--- src/rtl/signal_sequencer.sv ---
// Timed RED -> GREEN -> YELLOW -> RED signal sequencer with pedestrian request/ack handshake.
// Define SEQ_ALLRED_EN to insert an ALLRED clearance state between YELLOW and RED.
module signal_sequencer #(
    parameter int unsigned RED_CYCLES    = 8,
    parameter int unsigned GREEN_CYCLES  = 10,
    parameter int unsigned YELLOW_CYCLES = 3,
    parameter int unsigned MIN_GREEN     = 4,
    parameter int unsigned ALLRED_CYCLES = 2,
    parameter int unsigned CNT_W         = 8
) (
    input  logic             clk,
    input  logic             reset_n,
    input  logic             enable,
    input  logic             ped_req,
    output logic             ped_ack,
    output logic [2:0]       color,
    output logic             color_chg,
    output logic [CNT_W-1:0] remaining
);

    localparam logic [2:0] ST_RED    = 3'b000;
    localparam logic [2:0] ST_GREEN  = 3'b001;
    localparam logic [2:0] ST_YELLOW = 3'b010;
    localparam logic [2:0] ST_ALLRED = 3'b011;

    localparam logic [CNT_W-1:0] LOAD_RED    = CNT_W'(RED_CYCLES - 1);
    localparam logic [CNT_W-1:0] LOAD_GREEN  = CNT_W'(GREEN_CYCLES - 1);
    localparam logic [CNT_W-1:0] LOAD_YELLOW = CNT_W'(YELLOW_CYCLES - 1);
    localparam logic [CNT_W-1:0] LOAD_ALLRED = CNT_W'(ALLRED_CYCLES - 1);
    // GREEN has been held MIN_GREEN cycles once remaining drops to this value
    localparam logic [CNT_W-1:0] GREEN_EXIT_AT = CNT_W'(GREEN_CYCLES - MIN_GREEN);

    logic [2:0]       state;
    logic [2:0]       next_state;
    logic [CNT_W-1:0] next_load;
    logic             pending;
    logic             early_exit;
    logic             dwell_done;
    logic             advance;
    logic             serve_ped;

    assign color = state;

    always_comb begin
        early_exit = (state == ST_GREEN) && pending && (remaining <= GREEN_EXIT_AT);
        dwell_done = (remaining == '0);
        advance    = enable && (early_exit || dwell_done);
        serve_ped  = advance && (next_state == ST_RED) && pending;
    end

    always_comb begin
        next_state = ST_RED;
        case (state)
            ST_RED:    next_state = ST_GREEN;
            ST_GREEN:  next_state = ST_YELLOW;
`ifdef SEQ_ALLRED_EN
            ST_YELLOW: next_state = ST_ALLRED;
`else
            ST_YELLOW: next_state = ST_RED;
`endif
            ST_ALLRED: next_state = ST_RED;
            default:   next_state = ST_RED;
        endcase
    end

    always_comb begin
        next_load = LOAD_RED;
        case (next_state)
            ST_RED:    next_load = LOAD_RED;
            ST_GREEN:  next_load = LOAD_GREEN;
            ST_YELLOW: next_load = LOAD_YELLOW;
            ST_ALLRED: next_load = LOAD_ALLRED;
            default:   next_load = LOAD_RED;
        endcase
    end

    always_ff @(posedge clk or negedge reset_n) begin
        if (!reset_n) begin
            state     <= ST_RED;
            remaining <= LOAD_RED;
            color_chg <= 1'b0;
        end else begin
            color_chg <= advance;
            if (advance) begin
                state     <= next_state;
                remaining <= next_load;
            end else if (enable) begin
                remaining <= remaining - 1'b1;
            end
        end
    end

    // Ack release follows ped_req even while timing is frozen
    always_ff @(posedge clk or negedge reset_n) begin
        if (!reset_n) begin
            pending <= 1'b0;
            ped_ack <= 1'b0;
        end else begin
            if (serve_ped) begin
                pending <= 1'b0;
                ped_ack <= 1'b1;
            end else begin
                if (enable && ped_req && !ped_ack && !pending)
                    pending <= 1'b1;
                if (ped_ack && !ped_req)
                    ped_ack <= 1'b0;
            end
        end
    end

endmodule

--- config.mk ---
export PLATFORM = sky130hd
export DESIGN_NAME = signal_sequencer
export DESIGN_NICKNAME = d
export VERILOG_FILES = /design/src/rtl/signal_sequencer.sv
export SDC_FILE = /design/constraint.sdc
export NUM_CORES = 1
export LEC_CHECK = 0
export ABC_CLOCK_PERIOD_IN_PS = 2600
export CAP_MARGIN = 20
export CORE_MARGIN = 3
export CORE_UTILIZATION = 47
export CTS_CLUSTER_SIZE = 28
export DETAILED_ROUTE_END_ITERATION = 10
export PLACE_DENSITY = 0.86
export SLEW_MARGIN = 20
export SYNTH_ARGS = -nofsm -noshare
export SYNTH_HDL_FRONTEND = slang
export SYNTH_SLANG_ARGS = --single-unit
--- constraint.sdc ---
create_clock -name clk -period 2.6 [get_ports clk]
set_input_delay 0.26 -clock clk [delete_from_list [all_inputs] [get_ports clk]]
set_output_delay 0.26 -clock clk [all_outputs]
set_load 0.05 [all_outputs]
==> flow_summary.toml, run 1 <==
[synth]
synth_largest_area_cell = "dfrtp_1"
yosysSeqAreaShare = 0.447
yosysTopAreaCellShare = 0.340
ys_types = 37
avgSynthCellArea_sq_um = 11.0
synth_area_leaders = "dfrtp_1, dfstp_2, ha_1, xnor2_1, nor4_4"
synth-seq-cells = 13
synth_most_common_cell = "dfrtp_1"
syn-instance-count = 67
synth_enable_flop_cells = 0
synth.cell_area_sq_um = 736
synth_flop_cell = "dfrtp_1"
yosys_warnings = 0
syn_nets = 74
synthArstFlopShare = 1.00
yosys-top-cells-count = "dfrtp_1, nor2_1, inv_1, xnor2_1"

[timing]
setup_viol = 0
fin_worst_skew_ps = 3.94
fmax_mhz = 491
final.setup.tns_ps = 0
rsz0062_at_grt = "false"
hold_viol = 0
worstMarginPinSlew_ps = 553
hold_ws_ps = 346
drv_slew = 0
slew_headroom = 0.630
finalCritPeriodShare = 0.784
period_needed_ps = 2040

[place]
dpl_cell_area_sq_um = 901
place.gp.congestion = 0.790
numPlacedInstances = 97
dp_hpwl_um = 1180
portBuffers = 15

[worst_setup_path]
reg2reg_to = "remaining[3]"
r2r_setup_slack_ps = 560
cp_max_fo = 8
required_ps = 2760
crit_type = "reg -> reg"
arrival_ps = 2200
start_kind = "register"
timing.rr.start = "remaining[0]"
critPathCaptureType = "register"
r2r_cells = 7

[clocking]
htree_levels = 1
clock_latency_ps = 270
clockRootBuffer = "clkbuf_4"
cts_resized = 0
numCtsBuffers = 3
cts_tree = "built"
cts_sinks = 13
clk_path_buf_depth = 2
postCtsSetupRepairBufs = 0
clk_pin_slew_ps = 70
cts_hold_buf = 0

[cells_and_area]
utilization = 0.671
finalInstanceArea_sq_um = 927
final_nets = 94
antenna_cells = 0
drive_gt1_frac = 0.174
syn2layout_area_growth_pct = 26.0
instances_no_fill = 101

[floorplan]
fp-row-count = 13
dieArea_sq_um = 2080
die_h_um = 45.6
ioPinCount = 17
die_w_um = 45.6
initial_core_util = 0.532
coreArea_sq_um = 1380

[global_routing]
grt_pass1_vias = 584
gr-total-overflow = 0
grt_usage = 0.174
antenna_found_initial = 0
grt_pass1_wl_um = 2540
grt_max_degree = 14

[routing]
drt_wl_total_um = 1510
drtAntennaViolNets = 0
dr.pass1.iters = 4
vias_per_cell = 5.69
vias = 575
route.detailed.drc = 0
drtIter0Drc = 14
wl_per_cell_um = 14.9

[pwr]
leakage_nw = 0.391
power_density_nw_per_um2 = 1350
peakVddDrop_v = 0.000646

[job]
cap_violations = 0

[min_path]
min_path_type = "in -> async"

[outcome]
status = "finished clean"
==> sequential cells by signal, summed over array words and instances, names as in the netlist <==
name       cells
remaining      8
color          2
ped_ack        1
pending        1
color_chg      1
==> worst max-delay path by stage <==
stage	startpoint	end	slack (ps)	depth (start not counted)
2_1_floorplan	remaining[3]	color[1]	320	5
3_3_place_gp	enable	remaining[2]	390	6
3_5_place_dp	enable	remaining[3]	340	6
4_1_cts	remaining[0]	remaining[3]	570	7
5_1_grt	remaining[0]	remaining[3]	390	7
6_report	remaining[0]	remaining[3]	560	7
==> routing by layer <==
metal / up-vias / share of wire / track usage
li1: 280 / - / -
met1: 280 / 0.45 / 0.232
met2: 15 / 0.50 / 0.267
met3: 0 / 0.053 / 0.0593
met4: 0 / 0 / 0.0468
met5: - / 0 / 0
==> cell usage in the layout (no fill, tap or decap), types with 2 or more instances in the layout <==
master and count:
nor3b_1 2, dfrtp_1 10, a21o_1 2, nor3_1 2, nand2b_1 2, dfstp_2 3, xnor2_1 4, clkbuf_4 3
ha_1 3, inv_1 4, nor2b_1 2, clkdlybuf4s50_1 15, nor2_1 5, o21ai_0 2, buf_4 2, nand3_1 2
==> cell families (layout without fill, tap and decap cells) <==
group           Yosys count  count (layout)  share of synthesized area
other cells               1               1                    0.00510
simple gates             25              25                      0.235
compound gates           14              14                      0.148
flops                    13              13                      0.447
fa+ha+maj                 3               3                     0.0510
buf+inv                   6              25                     0.0459
xor+xnor                  4               4                     0.0476
mux                       1               1                     0.0204
==> report_power, final <==
group / switching (mW) / internal, mW
Sequential: 0.118 / 0.299
Clock: 0.0586 / 0.0594
Combinational: 0.445 / 0.274
Total: 0.622 / 0.633
==> final cells by class <==
cell class	count	area, sq um
flip-flops and latches	13	329
inverters	4	15.0
well taps	15	18.8
multi-input cells	48	373
clock buffers	4	26.3
repair buffers	17	165
fillers	108	455
==> critical path: stages, from the launching register on <==
cell and delay [ps]:
dfstp_2 560, inv_1 80, ha_1 190, nor2b_1 170
a21o_1 230, and2_1 210, buf_4 170, o311ai_0 310
==> through the flow <==
step,power (mW),setup slack [ps]
2_1_floorplan,0.907,320
3_3_place_gp,1.12,394
3_5_place_dp,1.14,343
4_1_cts,1.27,574
5_1_grt,1.33,388
6_report,1.25,562
Power figures use the tool's default switching activity.
==> inputs of run 2 (changes only) <==
--- a/config.mk
+++ b/config.mk
@@ -5,13 +5,13 @@
 export SDC_FILE = /design/constraint.sdc
 export NUM_CORES = 1
 export LEC_CHECK = 0
-export ABC_CLOCK_PERIOD_IN_PS = 2600
+export ABC_CLOCK_PERIOD_IN_PS = 1800
 export CAP_MARGIN = 20
 export CORE_MARGIN = 3
-export CORE_UTILIZATION = 47
+export CORE_UTILIZATION = 43
 export CTS_CLUSTER_SIZE = 28
 export DETAILED_ROUTE_END_ITERATION = 10
-export PLACE_DENSITY = 0.86
+export PLACE_DENSITY = 0.83
 export SLEW_MARGIN = 20
 export SYNTH_ARGS = -nofsm -noshare
 export SYNTH_HDL_FRONTEND = slang
==> constraint.sdc (replaced) <==
create_clock -name clk -period 1.8 [get_ports clk]
set_input_delay 0.18 -clock clk [delete_from_list [all_inputs] [get_ports clk]]
set_output_delay 0.18 -clock clk [all_outputs]
set_load 0.05 [all_outputs]
==> run 2 against run 1 <==
Register-to-register slack worse by 550 ps. Critical path depth stayed put. Wire length is 18% higher.
==> flow_summary.toml, run 2 (synthesized netlist as in run 1, its figures left out) <==
[outcome]
status = "finished clean"

[timing]
hold_ws_ps = 284
period_needed_ps = 1790
setup_slack_ps = 7.06
setup_viol = 0
fin_worst_skew_ps = 3.15
rsz0062_at_grt = "true"
fmax_mhz = 558
drv_slew = 0
worstMarginPinSlew_ps = 610
hold_viol = 0
slew_headroom = 0.592
finalCritPeriodShare = 0.996

[clocking]
cts_tree = "built"
clk_pin_slew_ps = 80
cts_sinks = 13
htree_levels = 1
numCtsBuffers = 3
clockRootBuffer = "clkbuf_4"
clock_latency_ps = 270
clk_path_buf_depth = 2
cts_hold_buf = 0

[worst_setup_path]
r2r_cells = 7
cpLargestDelayFamily = "flip-flops"
critPathCaptureType = "register"
timing.rr.start = "remaining[0]"
cp-endpoint = "remaining[2]"
path_cells = "inv_2 > ha_1 > and3b_2 > nor4_4 > and2_4 > buf_4 > a221o_2"
cp-startpoint = "remaining[0]"
arrival_ps = 1990
cp_max_fo = 3
start_kind = "register"
cp.depth = 7
r2r_setup_slack_ps = 7
required_ps = 2000
reg2reg_to = "remaining[2]"
crit_slowest_cell = "dfstp_2"
crit_buf_inv = 2
cpPeakStageDelay_ps = 540
crit_type = "reg -> reg"

[routing]
vias_per_cell = 5.56
wl_per_cell_um = 15.2
vias = 650
dr.pass1.iters = 4
drtIter0Drc = 16
drt_wl_total_um = 1780
drtAntennaViolNets = 0
route.detailed.drc = 0

[floorplan]
initial_core_util = 0.472
ioPinCount = 17
die_w_um = 47.4
die_h_um = 47.4
coreArea_sq_um = 1560
fp-row-count = 14
dieArea_sq_um = 2240

[global_routing]
grt_pass1_vias = 644
grt_max_degree = 14
gr-total-overflow = 0
grt_pass1_wl_um = 2730
grt_usage = 0.178
antenna_found_initial = 0

[cells_and_area]
syn2layout_area_growth_pct = 43.4
drive_gt1_frac = 0.416
antenna_cells = 0
final_common_cell = "buf_4"
final_nets = 109
mostFrequentLayoutCells = "buf_4, clkdlybuf4s50_1, dfrtp_1"
utilization = 0.677
regMostFlops = "remaining"
largest_reg_flops = 8

[job]
cap_violations = 0

[pwr]
peakVddDrop_v = 0.00110
power_density_nw_per_um2 = 1930
leakage_nw = 0.483

[place]
dp_worst_setup_slack_ps = -228
portBuffers = 15
dp_hpwl_um = 1350
place.gp.congestion = 0.799

[min_path]
min_path_type = "in -> async"
run 2: changes by cell type in the layout (fill, tap and decap cells not counted), sizes merged:
cell	change
buf	+19
clkdlybuf4s50	-5
dlymetal6s2s	+1
run 2: layout make-up:
type | instances | area (sq um)
fillers | 117 | 504
multi-input cells | 48 | 387
flip-flops and latches | 13 | 333
repair buffers | 32 | 274
clock buffers | 4 | 26.3
well taps | 16 | 20.0
inverters | 4 | 15.0
run 2: per-stage QoR:
stage	area [sq um]	cells	total power, mW	TNS [ps]
2_1_floorplan	739	67	1.32	-1540
6_report	1050	117	2.04	0
5_1_grt	1050	117	2.15	-252
3_3_place_gp	1000	112	1.79	-727
4_1_cts	1040	117	2.02	0
3_5_place_dp	1000	112	1.82	-1580
run 2: metal layers:
metal,track usage,wire [um]
met5,0,0
met4,0.0884,12
met3,0.0460,81
met2,0.289,929
met1,0.215,759
run 2: how the worst min path moves through the flow:
stage / slack [ps] / to / cells after the start / from
2_1_floorplan: -120 / color[0] / 0 / reset_n
3_3_place_gp: 510 / ped_ack / 1 / ped_ack
5_1_grt: 310 / color[0] / 1 / reset_n
4_1_cts: 290 / color[0] / 1 / reset_n
6_report: 280 / color[0] / 1 / reset_n
3_5_place_dp: 510 / ped_ack / 1 / ped_ack
run 2: power breakdown:
group / internal, mW / total (mW) / switching (mW) / leakage, nW
combinational: 0.554 / 1.31 / 0.755 / 0.316
clock: 0.0858 / 0.180 / 0.0937 / 0.0150
sequential: 0.436 / 0.550 / 0.114 / 0.152
run 2: timing repair:
item | 4_1_cts | 5_1_grt
resized for setup | 3 | 4
buffers inserted | 1 | 0
pin swaps | 0 | 1
setup endpoints to repair | 4 | 8
==> inputs of run 3 (changes only) <==
--- a/config.mk
+++ b/config.mk
@@ -8,10 +8,11 @@
 export ABC_CLOCK_PERIOD_IN_PS = 1800
 export CAP_MARGIN = 20
 export CORE_MARGIN = 3
-export CORE_UTILIZATION = 43
+export CORE_UTILIZATION = 50
 export CTS_CLUSTER_SIZE = 28
 export DETAILED_ROUTE_END_ITERATION = 10
-export PLACE_DENSITY = 0.83
+export DONT_BUFFER_PORTS = 1
+export PLACE_DENSITY = 0.78
 export SLEW_MARGIN = 20
 export SYNTH_ARGS = -nofsm -noshare
 export SYNTH_HDL_FRONTEND = slang
==> run 3 against run 2 <==
Worst setup slack got worse by 6.9 ps. Sequential share of layout area increased by 2.5 points. Largest power group unchanged. Flip-flop and latch count stayed put. Critical path depth down 2. Largest cell class unchanged. Via count down 2.6%. Fmax shrank 0.38%. Total power fell by 3.0%. Register-to-register slack about the same. Global-route usage grew 4.6 points. Sequential power rose by 5.5%. Highest routed layer unchanged.
==> flow_summary.toml, run 3 (synthesized netlist as in run 1, its figures left out) <==
[pwr]
p_int_mw = 0.985
peakVddDrop_v = 0.000941
p_switching_mw = 0.992
power_density_nw_per_um2 = 2030
power_mw = 1.98
pwr-share-clk = 0.098
leakage_nw = 0.439
pwr-share-comb = 0.609
swShare = 0.502
seqPwrFrac = 0.293

[worst_setup_path]
r2r_cells = 5
arrival_ps = 2020
crit_type = "reg -> reg"
r2r_setup_slack_ps = 0.2
required_ps = 2020
timing.rr.start = "remaining[3]"
cp_max_fo = 8
critPathCaptureType = "register"
reg2reg_to = "remaining[2]"
start_kind = "register"

[timing]
finalCritPeriodShare = 1.00
drv_slew = 0
rsz0062_at_grt = "true"
slew_headroom = 0.589
setup_slack_ps = 0.199
final.setup.tns_ps = 0
fin_worst_skew_ps = 0.742
hold_ws_ps = 13.2
period_needed_ps = 1800
fmax_mhz = 556
hold_viol = 0
worstMarginPinSlew_ps = 614
setup_viol = 0

[routing]
dr.pass1.iters = 5
drtAntennaViolNets = 0
drt_wl_total_um = 1880
drtIter0Drc = 25
vias_per_cell = 5.92
route.detailed.drc = 0
wl_per_cell_um = 17.6
vias = 633

[global_routing]
grt_pass1_wl_um = 3050
grt_usage = 0.224
gr-total-overflow = 0
grt_max_degree = 14
antenna_found_initial = 0
grt_pass1_vias = 620

[place]
portBuffers = 0
dp_worst_setup_slack_ps = -64.2
place.gp.congestion = 0.873
numPlacedInstances = 100
dp_hpwl_um = 1260

[clocking]
cts_tree = "built"
clock_latency_ps = 290
htree_levels = 1
clockRootBuffer = "clkbuf_4"
clk_path_buf_depth = 2
numCtsBuffers = 3
clk_pin_slew_ps = 80
cts_sinks = 13

[min_path]
whs_endpoint = "ped_ack"
min_path_type = "in -> reg"
holdPathStages = 1
hp-start = "ped_req"

[floorplan]
fp-row-count = 13
initial_core_util = 0.552
die_h_um = 44.4
ioPinCount = 17
die_w_um = 44.4
coreArea_sq_um = 1330
dieArea_sq_um = 1970

[cells_and_area]
antenna_cells = 0
instances_no_fill = 107
regMostFlops = "remaining"
final_nets = 100
drive_gt1_frac = 0.489
mostFrequentLayoutCells = "buf_4, dfrtp_1, nor2_1"
syn2layout_area_growth_pct = 32.7
final_common_cell = "buf_4"
largest_reg_flops = 8

[outcome]
status = "finished clean"

[job]
cap_violations = 0
run 3: final cells by class:
class                   instances  area, sq um
fillers                       100          358
well taps                      15         18.8
repair buffers                 23          181
multi-input cells              48          399
inverters                       4         17.5
flip-flops and latches         13          333
clock buffers                   4         26.3
run 3: worst max-delay path, cell delays in order (launching register included):
cell and delay [ps]:
dfrtp_2 420, or4b_4 570, nor4_4 170, buf_4 200
a22oi_2 80, a221o_2 300
run 3: how the worst max path moves through the flow:
stage	start	end	slack, ps	depth (start not counted)
detailed placement	remaining[0]	remaining[3]	-60	7
global placement	remaining[0]	remaining[3]	-50	7
finish	remaining[3]	remaining[2]	0.2	5
CTS	remaining[3]	remaining[2]	10	5
global route	remaining[3]	remaining[2]	-50	5
floorplan	remaining[1]	color[1]	-350	6
run 3: power by group through the flow:
stage	combinational (mW)	clock, mW	sequential, mW
2_1_floorplan	0.369	0	0.950
3_3_place_gp	1.10	0	0.561
3_5_place_dp	1.12	0	0.566
4_1_cts	1.16	0.198	0.558
5_1_grt	1.28	0.205	0.593
6_report	1.20	0.193	0.580
run 3: repair_timing:
action | in CTS | in global routing
endpoints found under the hold margin | 14 | 0
resized for setup | 4 | 8
setup endpoints to repair | 7 | 5
pin swaps | 0 | 1
buffers inserted | 1 | 0
hold buffers | 2 | 0
run 3: routing by layer:
| layer | GRT usage | vias to the layer above | wire length (um) |
|---|---|---|---|
| met1 | 0.306 | 312 | 820 |
| met3 | 0.0325 | 3 | 114 |
| met2 | 0.337 | 24 | 914 |
| met5 | 0 | - | 0 |
| met4 | 0.127 | 0 | 29 |
| li1 | - | 294 | - |
run 3: stage by stage:
step | cell area (sq um) | util
2_1_floorplan | 739 | -
3_3_place_gp | 890 | 0.667
3_5_place_dp | 890 | 0.667
4_1_cts | 947 | 0.710
5_1_grt | 976 | 0.732
6_report | 976 | 0.732
